$ cat src/rtl/uart_rx_fifo_if.sv
// rtl/uart_rx_fifo_if.sv - read-side handshake between the UART receive FIFO and its consumer
interface uart_rx_fifo_if #(
   parameter int FIFO_DEPTH = 16,
   parameter int CNT_W      = $clog2(FIFO_DEPTH) + 1
);
   logic             rd_en;
   logic [7:0]       rd_data;
   logic             rd_valid;
   logic [CNT_W-1:0] fifo_count;

   modport master (input rd_en, output rd_data, rd_valid, fifo_count);
   modport slave  (output rd_en, input rd_data, rd_valid, fifo_count);
endinterface

$ cat src/rtl/uart_rx_fifo.sv
// rtl/uart_rx_fifo.sv - UART 8N1 receiver feeding a first-word-fall-through byte FIFO
module uart_rx_fifo #(
   parameter int CLKS_PER_BIT = 868,
   parameter int FIFO_DEPTH   = 16,
   parameter int CNT_W        = $clog2(FIFO_DEPTH) + 1
) (
   input  logic                 clk,
   input  logic                 rst,
   input  logic                 rx,
   input  logic                 err_clr,
   uart_rx_fifo_if.master       rd,
   output logic                 frame_err,
   output logic                 overrun,
   output logic                 irq
);
   localparam int AW = $clog2(FIFO_DEPTH);
   localparam int BW = $clog2(CLKS_PER_BIT);
   localparam logic [BW-1:0] HALF_LOAD = BW'(CLKS_PER_BIT / 2 - 1);
   localparam logic [BW-1:0] FULL_LOAD = BW'(CLKS_PER_BIT - 1);

   localparam logic [2:0] IDLE  = 3'd0;
   localparam logic [2:0] START = 3'd1;
   localparam logic [2:0] DATA  = 3'd2;
   localparam logic [2:0] STOP  = 3'd3;
   localparam logic [2:0] BRK   = 3'd4;

   logic          rx_m, rx_s;
   logic [2:0]    state;
   logic [BW-1:0] baud_cnt;
   logic [2:0]    bit_idx;
   logic [7:0]    shift;

   logic [7:0]    mem [FIFO_DEPTH];
   logic [AW:0]   wr_ptr, rd_ptr;
   logic          empty, full, pop, push, frame_set, wr_ok, ovr_set, stop_sample;

   always_ff @(posedge clk or posedge rst) begin
      if (rst) begin
         rx_m     <= 1'b1;
         rx_s     <= 1'b1;
         state    <= IDLE;
         baud_cnt <= '0;
         bit_idx  <= '0;
         shift    <= '0;
      end else begin
         rx_m <= rx;
         rx_s <= rx_m;
         case (state)
            IDLE: begin
               if (!rx_s) begin
                  baud_cnt <= HALF_LOAD;
                  state    <= START;
               end
            end
            START: begin
               if (baud_cnt != '0) baud_cnt <= baud_cnt - 1'b1;
               else if (rx_s) state <= IDLE;
               else begin
                  baud_cnt <= FULL_LOAD;
                  bit_idx  <= '0;
                  state    <= DATA;
               end
            end
            DATA: begin
               if (baud_cnt != '0) baud_cnt <= baud_cnt - 1'b1;
               else begin
                  shift    <= {rx_s, shift[7:1]};
                  baud_cnt <= FULL_LOAD;
                  bit_idx  <= bit_idx + 3'd1;
                  if (bit_idx == 3'd7) state <= STOP;
               end
            end
            STOP: begin
               if (baud_cnt != '0) baud_cnt <= baud_cnt - 1'b1;
               else state <= rx_s ? IDLE : BRK;
            end
            // A line held low after a bad stop bit must go high before we re-arm.
            BRK:     if (rx_s) state <= IDLE;
            default: state <= IDLE;
         endcase
      end
   end

   assign stop_sample = (state == STOP) && (baud_cnt == '0);
   assign push        = stop_sample && rx_s;
   assign frame_set   = stop_sample && !rx_s;

   assign empty   = (wr_ptr == rd_ptr);
   assign full    = (wr_ptr[AW] != rd_ptr[AW]) && (wr_ptr[AW-1:0] == rd_ptr[AW-1:0]);
   assign pop     = rd.rd_en && !empty;
   assign wr_ok   = push && (!full || pop);
   assign ovr_set = push && full && !pop;

   always_ff @(posedge clk or posedge rst) begin
      if (rst) begin
         wr_ptr    <= '0;
         rd_ptr    <= '0;
         frame_err <= 1'b0;
         overrun   <= 1'b0;
      end else begin
         if (wr_ok) wr_ptr <= wr_ptr + 1'b1;
         if (pop)   rd_ptr <= rd_ptr + 1'b1;
         if (frame_set)    frame_err <= 1'b1;
         else if (err_clr) frame_err <= 1'b0;
         if (ovr_set)      overrun <= 1'b1;
         else if (err_clr) overrun <= 1'b0;
      end
   end

   // Storage carries no reset; the empty gate below keeps stale bytes off rd_data.
   always_ff @(posedge clk) begin
      if (wr_ok) mem[wr_ptr[AW-1:0]] <= shift;
   end

   assign rd.rd_valid   = !empty;
   assign rd.rd_data    = empty ? 8'h00 : mem[rd_ptr[AW-1:0]];
   assign rd.fifo_count = CNT_W'(wr_ptr - rd_ptr);
   assign irq           = !empty | frame_err | overrun;
endmodule

$ cat src/flat_wrapper.sv
// flat-port wrapper written by rule: the top's interface ports become plain ports
module uart_rx_fifo_flat 
#(
   parameter int CLKS_PER_BIT = 868,
   parameter int FIFO_DEPTH   = 16,
   parameter int CNT_W        = $clog2(FIFO_DEPTH) + 1
)
  (clk, rst, rx, err_clr, frame_err, overrun, irq, rd_rd_en, rd_rd_data, rd_rd_valid, rd_fifo_count);
  uart_rx_fifo_if #(.FIFO_DEPTH(FIFO_DEPTH), .CNT_W(CNT_W)) rd_i ();
  input  logic clk;
  input  logic rst;
  input  logic rx;
  input  logic err_clr;
  output logic frame_err;
  output logic overrun;
  output logic irq;
  input wire logic [$bits(rd_i.rd_en)-1:0] rd_rd_en;
  output wire logic [$bits(rd_i.rd_data)-1:0] rd_rd_data;
  output wire logic [$bits(rd_i.rd_valid)-1:0] rd_rd_valid;
  output wire logic [$bits(rd_i.fifo_count)-1:0] rd_fifo_count;
  assign rd_i.rd_en = rd_rd_en;
  assign rd_rd_data = rd_i.rd_data;
  assign rd_rd_valid = rd_i.rd_valid;
  assign rd_fifo_count = rd_i.fifo_count;
  uart_rx_fifo #(.CLKS_PER_BIT(CLKS_PER_BIT), .FIFO_DEPTH(FIFO_DEPTH), .CNT_W(CNT_W)) u_core (.clk(clk), .rst(rst), .rx(rx), .err_clr(err_clr), .rd(rd_i), .frame_err(frame_err), .overrun(overrun), .irq(irq));
endmodule
$ cat config.mk
export PLATFORM = sky130hd
export DESIGN_NAME = uart_rx_fifo_flat
export DESIGN_NICKNAME = d
export VERILOG_FILES = /design/src/rtl/uart_rx_fifo_if.sv /design/src/rtl/uart_rx_fifo.sv /design/src/flat_wrapper.sv
export SDC_FILE = /design/constraint.sdc
export NUM_CORES = 1
export LEC_CHECK = 0
export ABC_AREA = 1
export BUFFER_PORTS_ARGS = -buffer_cell sky130_fd_sc_hd__buf_2
export CAP_MARGIN = 15
export CORE_ASPECT_RATIO = 0.6
export CORE_MARGIN = 3
export CORE_UTILIZATION = 56
export DETAILED_ROUTE_END_ITERATION = 7
export GPL_TIMING_DRIVEN = 0
export PLACE_DENSITY_LB_ADDON = 0.2
export SETUP_SLACK_MARGIN = 0.3
export SKIP_LAST_GASP = 1
export SYNTH_ARGS = -nofsm -noshare
export SYNTH_HDL_FRONTEND = slang
export SYNTH_SLANG_ARGS = --single-unit
$ cat constraint.sdc
create_clock -name clk -period 2.4 [get_ports clk]
set_input_delay 0.36 -clock clk [delete_from_list [all_inputs] [get_ports clk]]
set_output_delay 0.36 -clock clk [all_outputs]
set_load 0.03 [all_outputs]
==> impl_metrics.yaml, run 1 <==
outcome:
  run_status: "finished with violations"
  failed_checks: "setup timing"
sta:
  slew_violations: 0
  report.final.hold_viol_count: 0
  min_period_ns: 2.47
  setup-violations-final: 11
  timing.slew.headroom_pct: 46.0
  final.setup.worst_slack_ns: -0.0711
  rsz0062_at_grt: "yes"
  whs_ns: 0.0273
  final_min_period_over_clock_period_pct: 103
  worst_pin_slew_ns: 0.810
  fmax_ghz: 0.405
  finClkSkew_ns: 0.00924
detailed_routing:
  vias_per_cell: 5.67
  routed-via-count: 5812
  wl_per_cell_um: 19.4
  firstDrtPassIters: 5
  drt_iter0_drc: 583
  drc: 0
  drt_wl_total_um: 19900
  postRouteAntennaNets: 0
setup_path:
  critical_path_class: "register to primary output"
  cp-start-kind: "register"
  timing.critical_path.required_ns: 2.04
  cp.arrival_ns: 2.11
  critical_path.endpoint_type: "primary output"
  cp-startpoint: "u_core.rd_ptr[0]$_DFFE_PP0P_"
  path_max_fanout: 5
  launch_point_of_the_worst_reg_to_reg_path: "u_core.rd_ptr[1]$_DFFE_PP0P_"
die:
  dieWidth_um: 156
  num_rows: 32
  start_util_pct: 58.0
  core_region_area_mm2: 0.0130
  io-pin-count: 22
  die_area_mm2: 0.0149
  dieHeight_um: 95.8
logic_synthesis:
  synth_edf_count: 128
  synth.top_cells.by_count: "sky130_fd_sc_hd__nand2_1 (252), sky130_fd_sc_hd__edfxtp_1 (128), sky130_fd_sc_hd__nor2_1 (92), sky130_fd_sc_hd__inv_1 (56), sky130_fd_sc_hd__nand3_1 (51)"
  yosys_warnings: 0
  dominantRegCellSynth: "sky130_fd_sc_hd__edfxtp_1"
  mean_cell_area_of_the_mapped_netlist_um2: 9.86
  yosys-top-cells-area: "sky130_fd_sc_hd__edfxtp_1 (51%), sky130_fd_sc_hd__nand2_1 (13%), sky130_fd_sc_hd__dfrtp_1 (12%)"
  synth.lib_cells_used.distinct: 34
  synthArstFlopShare_pct: 22.9
  postSynthCellCount: 763
  synth.most_common_cell: "sky130_fd_sc_hd__nand2_1"
  syn-cell-area_mm2: 0.00752
  yosysTopAreaCell: "sky130_fd_sc_hd__edfxtp_1"
  synth_seq_area_share_pct: 63.8
  mappedNetlistNets: 781
  yosys.area.top_type_share_pct: 51.1
  postSynthRegisterBits: 166
global_routing:
  grt_pass1_vias: 5785
  grt_antenna_before_repair: 0
  grt_usage_pct: 27.3
  grt_start_max_net_pins: 24
  grt_remaining_overflow: 0
  grt_first_pass_wirelength_um: 30100
power_and_ir_drop:
  p_switching_mw: 3.45
  p_comb_share_pct: 40.0
  p_int_mw: 6.57
  total_power_mw: 10.0
  swShare_pct: 34.4
  pwr-share-seq_pct: 31.6
  clkPwrFrac_pct: 28.4
  leakagePower_nw: 4.30
  powerDensity_mw_per_mm2: 1030
  vdd.ir_drop.worst_v: 0.000665
clocking:
  cts_hold_bufs: 0
  clkSinkCount: 166
  cts_root_buffer: "sky130_fd_sc_hd__clkbuf_16"
  clkSlewWorstSetupHoldPaths_ns: 0.06
  cts_tree: "built"
  maximum_clock_path_buffer_count: 2
  htreeDepth: 4
  clkLatencyLatePin_ns: 0.43
  tritoncts.num_buffers: 17
place:
  globalplace.congestion: 0.864
  io_buffer_count: 21
  dpl.hpwl_um: 12100
  detailed_place.area_mm2: 0.00816
run:
  drv.max_cap_violation_count: 0
layout:
  insertedDiodeCount: 0
  multi_input_comb_area_mm2: 0.00288
  area.growth.synth_to_final_pct: 29.0
  drive_gt1_share_pct: 25.5
  design.final.nets: 862
  layout.area.seq_mm2: 0.00480
  filler_cell_count: 808
  final_design_area_no_fill_mm2: 0.00970
worst_hold_path:
  hp-class: "input pin to register"
  holdCritStartpoint: "rx"
-- routing by layer --
| layer | track usage [%] | vias to the layer above | part of all wire, % |
|---|---|---|---|
| li1 | - | 2680 | - |
| met1 | 35.8 | 2863 | 40 |
| met2 | 46.4 | 236 | 50 |
| met3 | 4.90 | 33 | 8.2 |
| met4 | 10.2 | 0 | 1.9 |
| met5 | 0 | - | 0 |
-- sequential cells by signal, indices dropped and copies added (netlist names), 3 cells and up --
name             flops
u_core.mem         128
u_core.wr_ptr        5
u_core.shift         8
u_core.bit_idx       3
u_core.baud_cnt     10
u_core.state         3
u_core.rd_ptr        5
-- per-stage QoR --
| step | setup TNS, ns | setup slack [ns] | utilization, % | std cells |
|---|---|---|---|---|
| CTS | 0 | 0.0141 | 73.3 | 1016 |
| detailed placement | -0.818 | -0.0440 | 62.9 | 955 |
| finish | -0.261 | -0.0711 | 74.8 | 1025 |
| global route | -1.04 | -0.116 | 74.8 | 1025 |
| floorplan | 0 | 0.289 | - | 763 |
| global placement | -0.0908 | -0.0118 | 62.7 | 954 |
-- path summary, 6_finish.rpt --
path | slack (ns) | cells after the start | endpoint
max reg2reg | 0.13 | 11 | u_core.mem[0][0]$_DFFE_PP_
min in group asynchronous | 0.04 | 2 | u_core.baud_cnt[0]$_DFFE_PP0P_
min reg2reg | 0.36 | 0 | u_core.rx_s$_DFF_PP1_
min | 0.03 | 1 | u_core.rx_m$_DFF_PP1_
max in group asynchronous | 1.73 | 3 | u_core.rx_s$_DFF_PP1_
max | -0.07 | 7 | rd_fifo_count[4]
-- cells by family after synthesis --
kind of cell | Yosys count | share of synthesized area [%]
AND/OR/NAND/NOR | 423 | 23.5
flip-flops | 166 | 63.8
buffers and inverters | 86 | 4.64
AO/OA/AOI/OAI | 60 | 4.08
XOR/XNOR | 15 | 1.75
adder cells (fa/ha/maj) | 13 | 2.26
-- critical path, stage by stage (launching register included) --
cell and delay (ns):
sky130_fd_sc_hd__dfrtp_2 0.48, sky130_fd_sc_hd__buf_4 0.18, sky130_fd_sc_hd__ha_4 0.17, sky130_fd_sc_hd__fa_2 0.38, sky130_fd_sc_hd__nor2_2 0.11, sky130_fd_sc_hd__a211oi_2 0.06
sky130_fd_sc_hd__xnor2_2 0.14, sky130_fd_sc_hd__buf_6 0.17
-- final cells by class --
type                            instances  share of cell area (%)
Inverter                               61                    2.77
Multi-Input combinational cell        511                    29.7
Timing Repair Buffer                   61                    6.63
Clock buffer                           18                    4.42
Tap cell                              170                    2.19
Buffer                                 25                    2.84
Sequential cell                       166                    49.5
Timing Repair inverter                  1                  0.0903
Clock inverter                         12                    1.86
-- placed cells by master (no fill, tap or decap), drive strengths merged, types with 16 or more instances in the layout --
master,count
nand2,256
edfxtp,128
nor2,101
buf,78
inv,59
nand3,52
o21ai,41
dfrtp,36
clkbuf,25
a21oi,16
-- power groups by stage --
stage | registers [mW] | logic, mW | clock network [mW]
2_1_floorplan | 3.20 | 1.90 | 0
3_3_place_gp | 3.22 | 2.55 | 0
3_5_place_dp | 3.22 | 2.60 | 0
4_1_cts | 3.16 | 3.71 | 2.84
5_1_grt | 3.18 | 4.25 | 2.99
6_report | 3.17 | 4.01 | 2.84
-- repair_timing --
action                                  CTS  global route
buffers inserted                         26             9
resized for setup                       127            38
endpoints found under the setup margin  147           149
pin swaps                                30            25
gates cloned                              5             0
(Power assumes the default switching activity.)
==> run 2: changes to the inputs <==
- CORE_UTILIZATION: 56 -> 60
- GPL_TIMING_DRIVEN: 0 -> unset
- clock period: 2.4 -> 2.8 ns (I/O delays scaled with it)
==> impl_metrics.yaml, run 2 (synthesized netlist as in run 1, its figures left out) <==
setup_path:
  cp.arrival_ns: 2.15
  cpPeakStageDelay_ns: 0.50
  path_buf_inv: 3
  launch_point_of_the_worst_reg_to_reg_path: "u_core.baud_cnt[0]$_DFFE_PP0P_"
  cp-start-kind: "register"
  path_depth_of_the_worst_reg2reg_path: 9
  cell_seen_most_often_among_critical_path_stages: "sky130_fd_sc_hd__nand3_1"
  critical_path.endpoint_type: "primary output"
  critical_path_class: "register to primary output"
  crit_path_cell_trace: "clkinv_4 -> buf_12 -> o21ai_0 -> nand3_1 -> nand3_1 -> a21oi_4 -> buf_6"
  path_max_fanout: 16
  delay_heaviest_family_cp: "flip-flops"
  timing.critical_path.required_ns: 2.38
  cpMaxStageDelayCell: "sky130_fd_sc_hd__dfrtp_2"
  r2r-end: "u_core.mem[7][1]$_DFFE_PP_"
  r2r_setup_slack_ns: 0.41
layout:
  design.final.nets: 834
  final_util_pct: 75.7
  drive_gt1_share_pct: 16.7
  most_common_library_cell_in_the_layout_ignoring_fill_and_taps: "sky130_fd_sc_hd__nand2_1"
  insertedDiodeCount: 0
  max_reg_flops: 128
  final_design_area_no_fill_mm2: 0.00890
  final_cell_mix: "sky130_fd_sc_hd__nand2_1 (248), sky130_fd_sc_hd__edfxtp_1 (128), sky130_fd_sc_hd__nor2_1 (90)"
  finalNonFillerCells: 988
  area.growth.synth_to_final_pct: 18.3
global_routing:
  grt_pass1_vias: 5325
  grt_first_pass_wirelength_um: 29200
  grt_remaining_overflow: 0
  grt_usage_pct: 28.6
  grt_antenna_before_repair: 0
  grt_start_max_net_pins: 43
detailed_routing:
  vias_per_cell: 5.83
  firstDrtPassIters: 7
  drc: 0
  postRouteAntennaNets: 0
  routed_length_on_met1_um: 8300
  wl_per_cell_um: 19.8
  top_layer_used: "met5"
  drt_wl_total_um: 19500
  route.met3.wl_um: 2440
  routed-wl-met2_um: 8330
  drt_iter0_drc: 824
  routed-via-count: 5760
place:
  globalplace.congestion: 0.954
  io_buffer_count: 21
  detailed_place.area_mm2: 0.00797
  placedCellCount: 941
  dpl.hpwl_um: 12700
power_and_ir_drop:
  p_comb_share_pct: 34.4
  clkPwrFrac_pct: 29.9
  p_int_mw: 4.96
  vdd.ir_drop.worst_v: 0.000548
  p_switching_mw: 2.68
  leakagePower_nw: 4.02
  powerDensity_mw_per_mm2: 858
  swShare_pct: 35.0
  pwr-share-seq_pct: 35.7
run:
  drv.max_cap_violation_count: 0
outcome:
  run_status: "finished, final reports clean"
die:
  start_util_pct: 64.0
  dieHeight_um: 92.7
  io-pin-count: 22
  num_rows: 30
  core_region_area_mm2: 0.0117
  dieWidth_um: 151
  die_area_mm2: 0.0140
clocking:
  maximum_clock_path_buffer_count: 2
  tritoncts.num_buffers: 17
  clkSinkCount: 166
  cts_tree: "built"
  cts_root_buffer: "sky130_fd_sc_hd__clkbuf_16"
  clkLatencyLatePin_ns: 0.42
  htreeDepth: 4
  clkSlewWorstSetupHoldPaths_ns: 0.06
sta:
  totalNegativeSetupSlack_ns: 0
  fmax_ghz: 0.390
  min_period_ns: 2.57
  timing.slew.headroom_pct: 40.3
  slew_violations: 0
  finClkSkew_ns: 0.00784
  rsz0062_at_grt: "yes"
  worst_pin_slew_ns: 0.896
  report.final.hold_viol_count: 0
  final_min_period_over_clock_period_pct: 91.7
  setup-violations-final: 0
worst_hold_path:
  hold_end: "u_core.rx_m$_DFF_PP1_"
  hp-class: "input pin to register"
  holdCritStartpoint: "rx"
  worst_hold_path.num_cells: 1
## run 2: cell count changes in the layout (fill, tap and decap cells not counted), sizes merged
cell,previous run,this run
clkinv,9,11
clkbuf,25,18
buf,78,56
bufinv,4,2
inv,59,61
## run 2: metrics by stage
| stage | power (mW) | worst slack [ns] | hold slack [ns] |
|---|---|---|---|
| final | 7.64 | 0.233 | 0.0916 |
| after global routing | 7.93 | 0.200 | 0.0784 |
| after floorplan | 4.30 | 0.353 | 0.345 |
| after detailed placement | 4.82 | 0.264 | 0.348 |
| after CTS | 7.33 | 0.270 | 0.0802 |
| after global placement | 4.77 | 0.345 | 0.346 |
## run 2: worst max-delay path by stage
stage,to,cells after the start,from
2_1_floorplan,u_core.mem[1][0]$_DFFE_PP_,10,u_core.rd_ptr[1]$_DFFE_PP0P_
3_3_place_gp,u_core.mem[7][0]$_DFFE_PP_,9,u_core.rd_ptr[3]$_DFFE_PP0P_
3_5_place_dp,u_core.mem[7][5]$_DFFE_PP_,9,u_core.rd_ptr[3]$_DFFE_PP0P_
4_1_cts,rd_rd_data[3],11,u_core.rd_ptr[0]$_DFFE_PP0P_
5_1_grt,rd_rd_data[1],11,u_core.rd_ptr[0]$_DFFE_PP0P_
6_report,rd_rd_data[1],7,u_core.rd_ptr[0]$_DFFE_PP0P_
## run 2: layout make-up
cell class              instances  area [um^2]
clock buffers                  17          425
clock inverters                14          154
fillers                       729         2850
inverters                      61          251
multi-input cells             511         2530
flip-flops and latches        166         4800
well taps                     160          200
repair buffers                 58          526
repair inverters                1         8.76
## run 2: timing repair
action	in CTS	in global routing
cloned	2	2
resized for setup	23	36
pin swaps	0	3
setup endpoints to repair	82	131
hold buffers	0	0
buffers inserted	5	7
## run 2: worst reg2reg max path, delay by kind of cell, from the launching register on
family / cells / cell delay, ns
adder cells (fa/ha/maj): 1 / 0.24
buffers and inverters: 2 / 0.31
flip-flops: 1 / 0.38
AND/OR/NAND/NOR: 6 / 1.17
## run 2: power groups by stage
stage,Sequential [mW],Combinational [mW],Clock (mW)
floorplan,2.74,1.56,0
global placement,2.76,2.00,0
detailed placement,2.77,2.05,0
CTS,2.72,2.32,2.30
global route,2.73,2.79,2.41
finish,2.73,2.63,2.28
## run 2: routing by layer
layer | global-route usage (%) | up-vias
li1 | - | 2619
met1 | 42.4 | 2740
met2 | 39.8 | 351
met3 | 10.0 | 48
met4 | 8.07 | 2
met5 | 3.85 | -
